**config.mk**
```make
export PLATFORM = sky130hd
export DESIGN_NAME = param_sync_fifo_flat
export DESIGN_NICKNAME = d
export VERILOG_FILES = /design/src/rtl/param_sync_fifo_pkg.sv /design/src/rtl/param_sync_fifo_if.sv /design/src/rtl/param_sync_fifo_wrap_ptr.sv /design/src/rtl/param_sync_fifo.sv /design/src/flat_wrapper.sv
export SDC_FILE = /design/constraint.sdc
export NUM_CORES = 1
export LEC_CHECK = 0
export ABC_AREA = 0
export BUFFER_PORTS_ARGS = -buffer_cell sky130_fd_sc_hd__buf_2
export CAP_MARGIN = 20
export CELL_PAD_IN_SITES_DETAIL_PLACEMENT = 2
export CELL_PAD_IN_SITES_GLOBAL_PLACEMENT = 2
export CORE_ASPECT_RATIO = 0.5
export CORE_MARGIN = 3
export CORE_UTILIZATION = 40
export CTS_CLUSTER_DIAMETER = 30
export DETAILED_ROUTE_END_ITERATION = 10
export GPL_TIMING_DRIVEN = 0
export PLACE_DENSITY_LB_ADDON = 0.1
export SLEW_MARGIN = 15
export SYNTH_ARGS = -nofsm -noshare
export SYNTH_HDL_FRONTEND = slang
export SYNTH_HIERARCHICAL = 1
export SYNTH_SLANG_ARGS = --single-unit
```
**constraint.sdc**
```tcl
create_clock -name clk -period 4.4 [get_ports clk]
set_clock_uncertainty 0.05 [all_clocks]
set_input_delay 0.66 -clock clk [delete_from_list [all_inputs] [get_ports clk]]
set_output_delay 0.66 -clock clk [all_outputs]
set_load 0.05 [all_outputs]
```
**src/rtl/param_sync_fifo_pkg.sv**
```systemverilog
// Shared types and defaults for the parameterised synchronous FIFO.
// Covers the read-mode enum, default sizes and the pointer-width helper.
package fifo_pkg;

  typedef enum logic {
    FIFO_STD  = 1'b0,
    FIFO_FWFT = 1'b1
  } fifo_mode_e;

  localparam int DEF_DATA_WIDTH = 16;
  localparam int DEF_DEPTH      = 8;
  localparam int DEF_AF_THRESH  = DEF_DEPTH - 2;
  localparam int DEF_AE_THRESH  = 2;

  // A pointer always needs at least one bit, even for DEPTH == 2.
  function automatic int ptr_width(input int depth);
    return (depth > 2) ? $clog2(depth) : 1;
  endfunction

endpackage

```
**src/rtl/param_sync_fifo_if.sv**
```systemverilog
// Write/read handshake and status bundle of param_sync_fifo.
// The master side drives requests; the slave side is the FIFO.
interface param_sync_fifo_if
  import fifo_pkg::*;
#(
  parameter int DATA_WIDTH = DEF_DATA_WIDTH,
  parameter int DEPTH      = DEF_DEPTH
);
  localparam int CW = $clog2(DEPTH + 1);

  logic                  w_en;
  logic [DATA_WIDTH-1:0] data_in;
  logic                  r_en;
  logic [DATA_WIDTH-1:0] data_out;
  logic                  full;
  logic                  empty;
  logic                  almost_full;
  logic                  almost_empty;
  logic [CW-1:0]         count;
  logic                  overflow;
  logic                  underflow;

  modport master (
    output w_en, data_in, r_en,
    input  data_out, full, empty, almost_full, almost_empty, count, overflow, underflow
  );

  modport slave (
    input  w_en, data_in, r_en,
    output data_out, full, empty, almost_full, almost_empty, count, overflow, underflow
  );

endinterface

```
**src/rtl/param_sync_fifo_wrap_ptr.sv**
```systemverilog
// Modulo-DEPTH pointer: advances by one on inc and wraps DEPTH-1 -> 0.
// DEPTH need not be a power of two, so the wrap is an explicit compare.
module fifo_wrap_ptr
  import fifo_pkg::*;
#(
  parameter int DEPTH = DEF_DEPTH,
  parameter int PW    = ptr_width(DEPTH)
) (
  input  logic          clk,
  input  logic          rst_n,
  input  logic          inc,
  output logic [PW-1:0] ptr
);

  logic [PW-1:0] ptr_reg;

  always_ff @(posedge clk) begin
    if (!rst_n) begin
      ptr_reg <= '0;
    end else if (inc) begin
      ptr_reg <= (ptr_reg == PW'(DEPTH - 1)) ? '0 : ptr_reg + PW'(1);
    end
  end

  assign ptr = ptr_reg;

endmodule

```
**src/rtl/param_sync_fifo.sv**
```systemverilog
// Parameterised single-clock FIFO with occupancy/threshold flags, error pulses
// and either a registered (STD) or first-word-fall-through (FWFT) read port.
module param_sync_fifo
  import fifo_pkg::*;
#(
  parameter int         DATA_WIDTH = DEF_DATA_WIDTH,
  parameter int         DEPTH      = DEF_DEPTH,
  parameter int         AF_THRESH  = DEPTH - 2,
  parameter int         AE_THRESH  = DEF_AE_THRESH,
  parameter fifo_mode_e MODE       = FIFO_STD
) (
  input logic               clk,
  input logic               rst_n,
  param_sync_fifo_if.slave  bus
);

  localparam int PW = ptr_width(DEPTH);
  localparam int CW = $clog2(DEPTH + 1);

  if (DEPTH < 2 || AF_THRESH < 1 || AF_THRESH > DEPTH ||
      AE_THRESH < 0 || AE_THRESH > DEPTH - 1) begin : g_param_err
    $error("param_sync_fifo: illegal DEPTH/AF_THRESH/AE_THRESH combination");
  end

  logic [PW-1:0]         w_ptr;
  logic [PW-1:0]         r_ptr;
  logic [CW-1:0]         count_reg;
  logic [CW-1:0]         count_next;
  logic                  overflow_reg;
  logic                  underflow_reg;
  logic                  full_flag;
  logic                  empty_flag;
  logic                  rd_acc;
  logic                  wr_acc;
  logic [DATA_WIDTH-1:0] mem [DEPTH];

  // Flags depend only on the registered count, never on this cycle's requests.
  assign full_flag  = (count_reg == CW'(DEPTH));
  assign empty_flag = (count_reg == '0);

  // A write at full is still taken when a pop frees the slot in the same cycle.
  assign rd_acc = bus.r_en && !empty_flag;
  assign wr_acc = bus.w_en && (!full_flag || rd_acc);

  always_comb begin
    count_next = count_reg;
    case ({wr_acc, rd_acc})
      2'b10:   count_next = count_reg + CW'(1);
      2'b01:   count_next = count_reg - CW'(1);
      default: count_next = count_reg;
    endcase
  end

  always_ff @(posedge clk) begin
    if (!rst_n) begin
      count_reg     <= '0;
      overflow_reg  <= 1'b0;
      underflow_reg <= 1'b0;
    end else begin
      count_reg     <= count_next;
      overflow_reg  <= bus.w_en && !wr_acc;
      underflow_reg <= bus.r_en && empty_flag;
    end
  end

  // Storage carries no reset so it maps onto distributed RAM.
  always_ff @(posedge clk) begin
    if (rst_n && wr_acc) begin
      mem[w_ptr] <= bus.data_in;
    end
  end

  fifo_wrap_ptr #(.DEPTH(DEPTH), .PW(PW)) u_w_ptr (
    .clk   (clk),
    .rst_n (rst_n),
    .inc   (wr_acc),
    .ptr   (w_ptr)
  );

  fifo_wrap_ptr #(.DEPTH(DEPTH), .PW(PW)) u_r_ptr (
    .clk   (clk),
    .rst_n (rst_n),
    .inc   (rd_acc),
    .ptr   (r_ptr)
  );

  if (MODE == FIFO_STD) begin : g_std
    logic [DATA_WIDTH-1:0] data_out_reg;

    always_ff @(posedge clk) begin
      if (!rst_n) begin
        data_out_reg <= '0;
      end else if (rd_acc) begin
        data_out_reg <= mem[r_ptr];
      end
    end

    assign bus.data_out = data_out_reg;
  end else begin : g_fwft
    // Head word is shown directly; zero while there is nothing to show.
    assign bus.data_out = empty_flag ? '0 : mem[r_ptr];
  end

  assign bus.full         = full_flag;
  assign bus.empty        = empty_flag;
  assign bus.almost_full  = (count_reg >= CW'(AF_THRESH));
  assign bus.almost_empty = (count_reg <= CW'(AE_THRESH));
  assign bus.count        = count_reg;
  assign bus.overflow     = overflow_reg;
  assign bus.underflow    = underflow_reg;

endmodule

```
**src/flat_wrapper.sv**
```systemverilog
// flat-port wrapper written by rule: the top's interface ports become plain ports
module param_sync_fifo_flat import fifo_pkg::*;
#(
  parameter int         DATA_WIDTH = DEF_DATA_WIDTH,
  parameter int         DEPTH      = DEF_DEPTH,
  parameter int         AF_THRESH  = DEPTH - 2,
  parameter int         AE_THRESH  = DEF_AE_THRESH,
  parameter fifo_mode_e MODE       = FIFO_STD
)
  (clk, rst_n, bus_w_en, bus_data_in, bus_r_en, bus_data_out, bus_full, bus_empty, bus_almost_full, bus_almost_empty, bus_count, bus_overflow, bus_underflow);
  param_sync_fifo_if #(.DATA_WIDTH(DATA_WIDTH), .DEPTH(DEPTH)) bus_i ();
  input logic clk;
  input logic rst_n;
  input wire logic [$bits(bus_i.w_en)-1:0] bus_w_en;
  input wire logic [$bits(bus_i.data_in)-1:0] bus_data_in;
  input wire logic [$bits(bus_i.r_en)-1:0] bus_r_en;
  output wire logic [$bits(bus_i.data_out)-1:0] bus_data_out;
  output wire logic [$bits(bus_i.full)-1:0] bus_full;
  output wire logic [$bits(bus_i.empty)-1:0] bus_empty;
  output wire logic [$bits(bus_i.almost_full)-1:0] bus_almost_full;
  output wire logic [$bits(bus_i.almost_empty)-1:0] bus_almost_empty;
  output wire logic [$bits(bus_i.count)-1:0] bus_count;
  output wire logic [$bits(bus_i.overflow)-1:0] bus_overflow;
  output wire logic [$bits(bus_i.underflow)-1:0] bus_underflow;
  assign bus_i.w_en = bus_w_en;
  assign bus_i.data_in = bus_data_in;
  assign bus_i.r_en = bus_r_en;
  assign bus_data_out = bus_i.data_out;
  assign bus_full = bus_i.full;
  assign bus_empty = bus_i.empty;
  assign bus_almost_full = bus_i.almost_full;
  assign bus_almost_empty = bus_i.almost_empty;
  assign bus_count = bus_i.count;
  assign bus_overflow = bus_i.overflow;
  assign bus_underflow = bus_i.underflow;
  param_sync_fifo #(.DATA_WIDTH(DATA_WIDTH), .DEPTH(DEPTH), .AF_THRESH(AF_THRESH), .AE_THRESH(AE_THRESH), .MODE(MODE)) u_core (.clk(clk), .rst_n(rst_n), .bus(bus_i));
endmodule
```
# [After elaboration in Yosys (flattened, before gate mapping)]
# Memory sizes are Yosys's and may differ from the RTL's. A register that Yosys moved wholly into a read port is not among the register bits.
# Index checks and enable logic that the tools add are counted.
[totals] reg_bits=12 latchBits=0 mem_bits_rw=128 romBits=0 inputBits=20 out_inout_bits=26 wordCells=34 n_memories=1
[mem_list] name="u_core.mem" depth=8 width=16 read_ports=1 rd_clocked_by_memory_dff=1 wr=1 line_no="param_sync_fifo.sv:35" rtl="logic [DATA_WIDTH-1:0] mem [DEPTH];"
[classes] addsub=4 n_mul=0 n_div=0 magnitude_cmp=2 n_eq_ne=5 shifts=0 n_mux=5 bitwise_logic=0 reduce_logical=12
[ops] operator="case mux 4 bit (2 select lines)" count=1
[ops] operator="adder 3 x 1 -> 3 bit (second input constant)" count=2
[ops] operator="equality test 3 bit (second input constant)" count=2
[ops] operator="2-to-1 mux 3 bit" count=2
[ops] operator="logical AND 1 bit" count=5
[ops] operator="adder 4 x 1 -> 4 bit (second input constant)" count=1
[ops] operator="equality test 4 bit (second input constant)" count=1
[ops] operator=">= comparator 4 x 3 -> 1 bit (second input constant)" count=1
[ops] operator="<= comparator 4 x 2 -> 1 bit (second input constant)" count=1
[ops] operator="zero test 1 bit" count=4
[ops] operator="zero test 4 bit" count=1
[ops] operator="subtractor 4 x 1 -> 4 bit (second input constant)" count=1
[ops] operator="equality test 2 x 1 -> 1 bit (second input constant)" count=1
[ops] operator="equality test 2 bit (second input constant)" count=1
[ops] operator="2-to-1 mux 1 bit" count=2
[ops] operator="nonzero test 2 bit" count=1
[ops] operator="logical OR 1 bit" count=1

# [Depth between registers and ports, before layout]
# Gate-level depths: netlist (run 1).
[logic_depth] ltp_word=8 depth_mapped=9 depth_no_buf=8

# [Modules after synthesis]
# Netlist (run 1), hierarchy kept.
[modules_own_cells] mod="param_sync_fifo" n_inst=1 cells_per_inst=295 area_per_inst_um2=5695.5 seq_area_each_um2=4284.1
[modules_own_cells] mod="fifo_wrap_ptr" n_inst=2 cells_per_inst=13 area_per_inst_um2=147.6 seq_area_each_um2=60.1

# [Worst setup path before layout (run 1)]
# OpenSTA, ideal clock, no wires.
[synth_path] path_kind="register to register" start="reg u_core.count_reg[1] (netlist: u_core/bus.count[1])" end="mem u_core/mem[1][0] in the netlist's numbering (enable)" setup_ns=0.430 arrival_time_ns=2.717 t_required_ns=3.920 path_slack_ns=1.203 path_stages_with_launch=4 n_path_buf=0 period_less_slack_ns=3.197 cell_sequence="dfxtp_1 > or4b_4 > o21ai_4 > nor4_1"
[synth_via] elab_chain_cells=8 word_cells_on_any_way=10 classes_between="eq/ne (1); mux (2); reduce/logical (7)"
[synth_lines] element="start: declaration" line_no="param_sync_fifo.sv:27" rtl="logic [CW-1:0] count_reg;"
[synth_lines] element="start signal: assignment" line_no="param_sync_fifo.sv:60" rtl="count_reg <= count_next;"
[synth_lines] element="zero test 4 bit" line_no="param_sync_fifo.sv:39" rtl="assign empty_flag = (count_reg == '0);"
[synth_lines] element="zero test 1 bit" line_no="param_sync_fifo.sv:42" rtl="assign rd_acc = bus.r_en && !empty_flag;"
[synth_lines] element="logical AND 1 bit" line_no="param_sync_fifo.sv:42"
[synth_lines] element="logical OR 1 bit *" line_no="param_sync_fifo.sv:43" rtl="assign wr_acc = bus.w_en && (!full_flag || rd_acc);"
[synth_lines] element="logical AND 1 bit *" line_no="param_sync_fifo.sv:43"
[synth_lines] element="logical AND 1 bit *" line_no="param_sync_fifo.sv:68" rtl="if (rst_n && wr_acc) begin"
[synth_lines] element="2-to-1 mux 1 bit *" line_no="param_sync_fifo.sv:68"
[synth_lines] element="2-to-1 mux 1 bit (not written as such) *" line_no="param_sync_fifo.sv:69" rtl="mem[w_ptr] <= bus.data_in;"
[synth_lines] element="end: declaration" line_no="param_sync_fifo.sv:35"
# Every way passes the cells marked *; elsewhere a longest branch is shown, timed or not.

# [Worst setup path after layout (run 1)]
[layout_path] start="reg u_core.count_reg[1] (netlist: u_core/bus.count[1])" end="reg u_core.count_reg[3] (netlist: u_core/bus.count[3])"
[layout_via] elab_chain_cells=7 word_cells_on_any_way=13 classes_between="add/sub (2); eq/ne (3); mux (1); reduce/logical (7)"
[layout_lines] element="zero test 4 bit *" line_no="param_sync_fifo.sv:39"
[layout_lines] element="zero test 1 bit *" line_no="param_sync_fifo.sv:42"
[layout_lines] element="logical AND 1 bit *" line_no="param_sync_fifo.sv:42"
[layout_lines] element="via u_core.rd_acc" line_no="param_sync_fifo.sv:33" rtl="logic rd_acc;"
[layout_lines] element="logical OR 1 bit" line_no="param_sync_fifo.sv:43"
[layout_lines] element="logical AND 1 bit" line_no="param_sync_fifo.sv:43"
[layout_lines] element="equality test 2 x 1 -> 1 bit or equality test 2 bit (tied branches)" line_no="param_sync_fifo.sv:47" rtl="case ({wr_acc, rd_acc})"
[layout_lines] element="case mux 4 bit (2 select lines) or nonzero test 2 bit (tied branches)"
# The timed path passes the listed nets; every way through them passes the cells marked *.
# A chain may end at the register's enable or synchronous reset.

==> flow_summary.json, run 1 <==
{
  "status": "complete, no violations",
  "cts_sinks": 156,
  "placed_area_sq_um": 6650,
  "synthArstFlopShare_pct": 0,
  "vias": 3324,
  "grt_overflow": 0,
  "cts_tree": "yes",
  "clkTransAtPathRegs_ns": 0.07,
  "clkLatencyLatePin_ns": 0.43,
  "reg2reg_slack_ns": 1.17,
  "antenna_found_initial": 0,
  "post-place-ws_ns": 0.915,
  "power_density_nw_per_um2": 625,
  "io_buffer_count": 45,
  "htreeDepth": 4,
  "antenna_cells": 0,
  "ctsResizeCount": 0,
  "final-instance-count-excl-fill": 606,
  "fin_total_pwr_mw": 4.54,
  "via_per_inst": 5.49,
  "criticalPathCategory": "register to register",
  "hold_slack_ns": 0.430,
  "nNetsFinal": 429,
  "drt_iter0_markers": 235,
  "gp_congestion": 0.696,
  "seq_area_frac_synth_pct": 73.5,
  "cp_top_family": "buffers and inverters",
  "cp.arrival_ns": 3.54,
  "cpPeakStageDelay_ns": 0.81,
  "clock.fmax_mhz": 309,
  "drc_errors": 0,
  "hp-class": "primary input to register",
  "cp_num_buf_inv": 1,
  "routedWlPerCell_um": 25.7,
  "fin_crit_sh_pct": 73.4,
  "max-slew-margin-rel_pct": 29.1,
  "synth_edf_count": 128,
  "core-area_sq_um": 14100,
  "grt_pass1_vias": 3719,
  "max-cap-violations": 0,
  "synthDistinctLibCells": 38,
  "grt_max_degree": 19,
  "die_area_sq_um": 16600,
  "path_cells": "o41a_4, clkbuf_1, ha_1, ha_1, a21o_1, a21oi_1, mux2i_1, mux2i_1",
  "crit_fanout": 15,
  "yosys_register_bits": 156,
  "syn_area_sq_um": 5990,
  "rows": 30,
  "ant_nets": 0,
  "root_buffer": "clkbuf_16",
  "synth_nets": 349,
  "area_growth_pct": 21.3,
  "ios": 46,
  "setup-tns-final_ns": 0,
  "drive_gt1_share_pct": 36.5,
  "dpl.hpwl_mm": 10.8,
  "postCtsSetupRepairBufs": 0,
  "die_y_um": 92.5,
  "period_needed_ns": 3.23,
  "ir_drop_v": 0.000287,
  "final_cell_area_sq_um": 7260,
  "worst_setup_path_start_kind": "register",
  "largest_reg_flops": 128,
  "setup_viol": 0,
  "syn_avg_cell_area_sq_um": 18.7,
  "start_util_pct": 42.6,
  "worstMarginPinSlew_ns": 1.06,
  "worst_ep_required_time_ns": 4.71,
  "dp.cells": 574,
  "critPathSlowestCell": "clkbuf_1",
  "hold_violations": 0,
  "grtUsageTotal_pct": 20.5,
  "netlist_instances": 321,
  "setup_slack_ns": 1.17,
  "cts_buffers": 17,
  "die_w_um": 179,
  "rsz0062_at_grt": "false",
  "grt_pass1_wl_mm": 23.9,
  "clock_path_buffers": 2,
  "p_leak_nw": 2.56,
  "endpoint_kind": "register",
  "routed_wl_mm": 15.6,
  "yosys_warnings": 6,
  "drtPass1Iterations": 4,
  "finalMaxSlewViolations": 0,
  "finish.utilization_pct": 51.6,
  "ctsHoldBuffers": 0,
  "synth_flop_cell": "edfxtp_1"
}
cell families after synthesis:
logic type | Yosys count | share of synthesized area (%)
simple gates | 57 | 5.20
flops | 156 | 73.5
compound gates | 42 | 4.51
buf+inv | 20 | 1.98
mux | 36 | 12.7
xor+xnor | 2 | 0.292
fa+ha+maj | 8 | 1.80
synthesized netlist by cell type (all sizes together), types with 3 or more instances:
library cell,instances,area (sq um)
nor4,3,18.8
nor2,20,75.1
nor3,5,25.0
and2,3,18.8
edfxtp,128,3840
o21ai,19,106
nand2,10,42.5
buf,8,73.8
mux2i,4,40.0
mux4,32,721
inv,5,18.8
ha,7,87.6
nor2b,4,25.0
dfxtp,28,561
clkbuf,7,26.3
o22ai,16,100
layer usage:
| layer | vias to the layer above | share of wire, % | GRT usage [%] |
|---|---|---|---|
| met5 | - | 0 | 0 |
| met4 | 0 | 0.49 | 4.34 |
| met3 | 9 | 5.1 | 4.95 |
| met2 | 86 | 51 | 34.8 |
| met1 | 1775 | 44 | 27.0 |
| li1 | 1454 | - | - |
worst reg2reg max path: stages (launching register included):
cell	delay, ns
dfxtp_1	0.52
o41a_4	0.30
clkbuf_1	0.82
ha_1	0.39
ha_1	0.27
a21o_1	0.18
a21oi_1	0.17
mux2i_1	0.26
mux2i_1	0.22
path summary, 6_finish.rpt:
path,to,start,depth (start not counted)
setup reg to reg,u_core/bus.count[3]$_SDFFE_PN0P_,u_core/bus.count[1]$_SDFFE_PN0P_,8
hold reg to reg,u_core/bus.data_out[9]$_SDFFE_PN0P_,u_core/bus.data_out[9]$_SDFFE_PN0P_,2
setup / recovery,u_core/bus.count[3]$_SDFFE_PN0P_,u_core/bus.count[1]$_SDFFE_PN0P_,8
hold / removal,u_core/bus.overflow$_SDFF_PN0_,bus_r_en,2
cell usage in the layout, fill, tap and decap left out, types with 6 or more instances in the layout:
cell type  synthesis  layout
buf_2              4      49
ha_1               7       7
dfxtp_1           28      28
inv_8              0       6
o21ai_0           18      18
clkbuf_1           7       7
o22ai_1           16      16
buf_4              0      11
mux4_2            32      32
nand2_1            8       8
edfxtp_1         128     128
clkbuf_16          0      17
nor2_1            20      18
buf_6              3       7
layout make-up:
class | count | area [sq um]
Multi-Input combinational cell | 145 | 1510
Inverter | 5 | 18.8
Fill cell | 1263 | 6810
Sequential cell | 156 | 4400
Tap cell | 192 | 240
Buffer | 15 | 100
Clock inverter | 15 | 190
Timing Repair Buffer | 61 | 380
Clock buffer | 17 | 425
report_power, final:
part	total (mW)	leakage, nW	internal (mW)	switching (mW)
Combinational	1.25	0.870	0.423	0.823
Sequential	1.78	1.39	1.71	0.0776
Clock	1.51	0.303	0.824	0.684
(Power assumes the default switching activity.)
==> run 2, diff against run 1 <==
clock period = 3.1 ns   (was 4.4 ns; I/O delays follow)
==> flow_summary.json, run 2 (synthesized netlist as in run 1, its figures left out) <==
{
  "criticalPathCategory": "register to register",
  "drive_gt1_share_pct": 36.6,
  "timing.critical_path.to": "u_core/bus.count[3]$_SDFFE_PN0P_",
  "path_cells": "buf_6, or4b_4, o21ai_4, ha_1, ha_1, a21o_1, a21oi_1, mux2i_1, mux2i_1",
  "clock_path_buffers": 2,
  "die_y_um": 92.5,
  "grt_overflow": 0,
  "worst_setup_path_start_kind": "register",
  "period_needed_ns": 2.84,
  "grt_pass1_wl_mm": 23.8,
  "cp.arrival_ns": 3.15,
  "io_buffer_count": 45,
  "die_area_sq_um": 16600,
  "antenna_found_initial": 0,
  "status": "complete, no violations",
  "critPathSlowestCell": "or4b_4",
  "largest_reg_flops": 128,
  "cts_buffers": 17,
  "worst_ep_required_time_ns": 3.41,
  "endpoint_kind": "register",
  "vias": 3292,
  "max-cap-violations": 0,
  "r2r_start": "u_core/bus.count[0]$_SDFFE_PN0P_",
  "fin_crit_sh_pct": 91.5,
  "area_growth_pct": 21.2,
  "cts_tree": "yes",
  "final-instance-count-excl-fill": 605,
  "rr_worst_depth": 9,
  "ios": 46,
  "p_leak_nw": 2.56,
  "nNetsFinal": 428,
  "postCtsSetupRepairBufs": 0,
  "clkTransAtPathRegs_ns": 0.07,
  "grtUsageTotal_pct": 20.4,
  "die_w_um": 179,
  "finalMaxSlewViolations": 0,
  "final_common_cell": "edfxtp_1",
  "drtPass1Iterations": 4,
  "worstMarginPinSlew_ns": 0.904,
  "antenna_cells": 0,
  "crit_path_start": "u_core/bus.count[0]$_SDFFE_PN0P_",
  "final_cell_mix": "128 x edfxtp_1, 49 x buf_2, 32 x mux4_2, 28 x dfxtp_1",
  "drc_errors": 0,
  "via_per_inst": 5.44,
  "htreeDepth": 4,
  "rsz0062_at_grt": "false",
  "gp_congestion": 0.696,
  "clock.fmax_mhz": 352,
  "reg2reg_slack_ns": 0.26,
  "dp.cells": 574,
  "root_buffer": "clkbuf_16",
  "setup_slack_ns": 0.263,
  "hp-class": "primary input to register",
  "r2r-end": "u_core/bus.count[3]$_SDFFE_PN0P_",
  "power_density_nw_per_um2": 886,
  "hold_violations": 0,
  "routedWlPerCell_um": 25.8,
  "cpPeakStageDelay_ns": 0.57,
  "max-slew-margin-rel_pct": 39.7,
  "fin_total_pwr_mw": 6.44,
  "start_util_pct": 42.6,
  "grt_max_degree": 25,
  "clkLatencyLatePin_ns": 0.43,
  "core-area_sq_um": 14100,
  "dpl.hpwl_mm": 10.8,
  "rows": 30,
  "ant_nets": 0,
  "grt_pass1_vias": 3711,
  "setup_viol": 0,
  "post-place-ws_ns": -0.190,
  "cts_sinks": 156,
  "crit_fanout": 7,
  "routed_wl_mm": 15.6,
  "ir_drop_v": 0.000409,
  "drt_iter0_markers": 214
}
run 2: power breakdown:
part / internal [mW] / total [mW] / leakage [nW] / switching (mW)
Sequential: 2.42 / 2.53 / 1.39 / 0.108
Combinational: 0.599 / 1.76 / 0.869 / 1.16
Clock: 1.17 / 2.15 / 0.303 / 0.976
Total: 4.19 / 6.44 / 2.56 / 2.24
run 2: per-stage QoR:
stage / hold WS, ns / util [%] / cell area [sq um] / TNS (ns)
5_1_grt: 0.230 / 51.6 / 7260 / 0
3_3_place_gp: 0.438 / 45.9 / 6460 / -123.78
6_report: 0.234 / 51.6 / 7260 / 0
4_1_cts: 0.222 / 51.6 / 7260 / 0
2_1_floorplan: 0.458 / - / 5990 / -3.12
3_5_place_dp: 0.454 / 47.2 / 6650 / -0.234
run 2: area by class of cell:
cell class | instances | area [sq um]
plain buffers | 14 | 96.3
well taps | 192 | 240
flip-flops and latches | 156 | 4400
clock buffers | 17 | 425
repair buffers | 61 | 380
multi-input cells | 145 | 1510
clock inverters | 15 | 190
inverters | 5 | 18.8
fillers | 1262 | 6820
run 2: worst min path at each step:
stage / from / to / slack (ns) / depth (start not counted)
floorplan: u_core/u_w_ptr/ptr[1]$_SDFFE_PN0P_ / u_core/u_w_ptr/ptr[1]$_SDFFE_PN0P_ / 0.46 / 2
global placement: u_core/bus.data_out[7]$_SDFFE_PN0P_ / u_core/bus.data_out[7]$_SDFFE_PN0P_ / 0.44 / 2
detailed placement: u_core/bus.data_out[9]$_SDFFE_PN0P_ / u_core/bus.data_out[9]$_SDFFE_PN0P_ / 0.45 / 2
CTS: bus_r_en / u_core/bus.overflow$_SDFF_PN0_ / 0.22 / 2
global route: bus_r_en / u_core/bus.overflow$_SDFF_PN0_ / 0.23 / 2
finish: bus_r_en / u_core/bus.overflow$_SDFF_PN0_ / 0.23 / 2
run 2: repair_timing:
action / in CTS / in global routing
hold buffers: 0 / 0
gates resized for setup: 0 / 0
hold endpoints to repair: 0 / 0
setup endpoints to repair: 1 / 0
run 2: per-layer routing:
layer	up-vias	routed length, um	GRT usage, %
met2	87	7970	34.7
met4	0	68	4.34
met1	1747	6710	26.9
met3	7	850	4.95
li1	1451	-	-
met5	-	0	0
run 2: worst max-delay path: cells and delay by family (launching register included):
kind / cells / cell delay [ns]
AO/OA/AOI/OAI: 3 / 0.64
adder cells (fa/ha/maj): 2 / 0.58
buffers and inverters: 1 / 0.14
flip-flops: 1 / 0.33
multiplexers: 2 / 0.46
AND/OR/NAND/NOR: 1 / 0.57
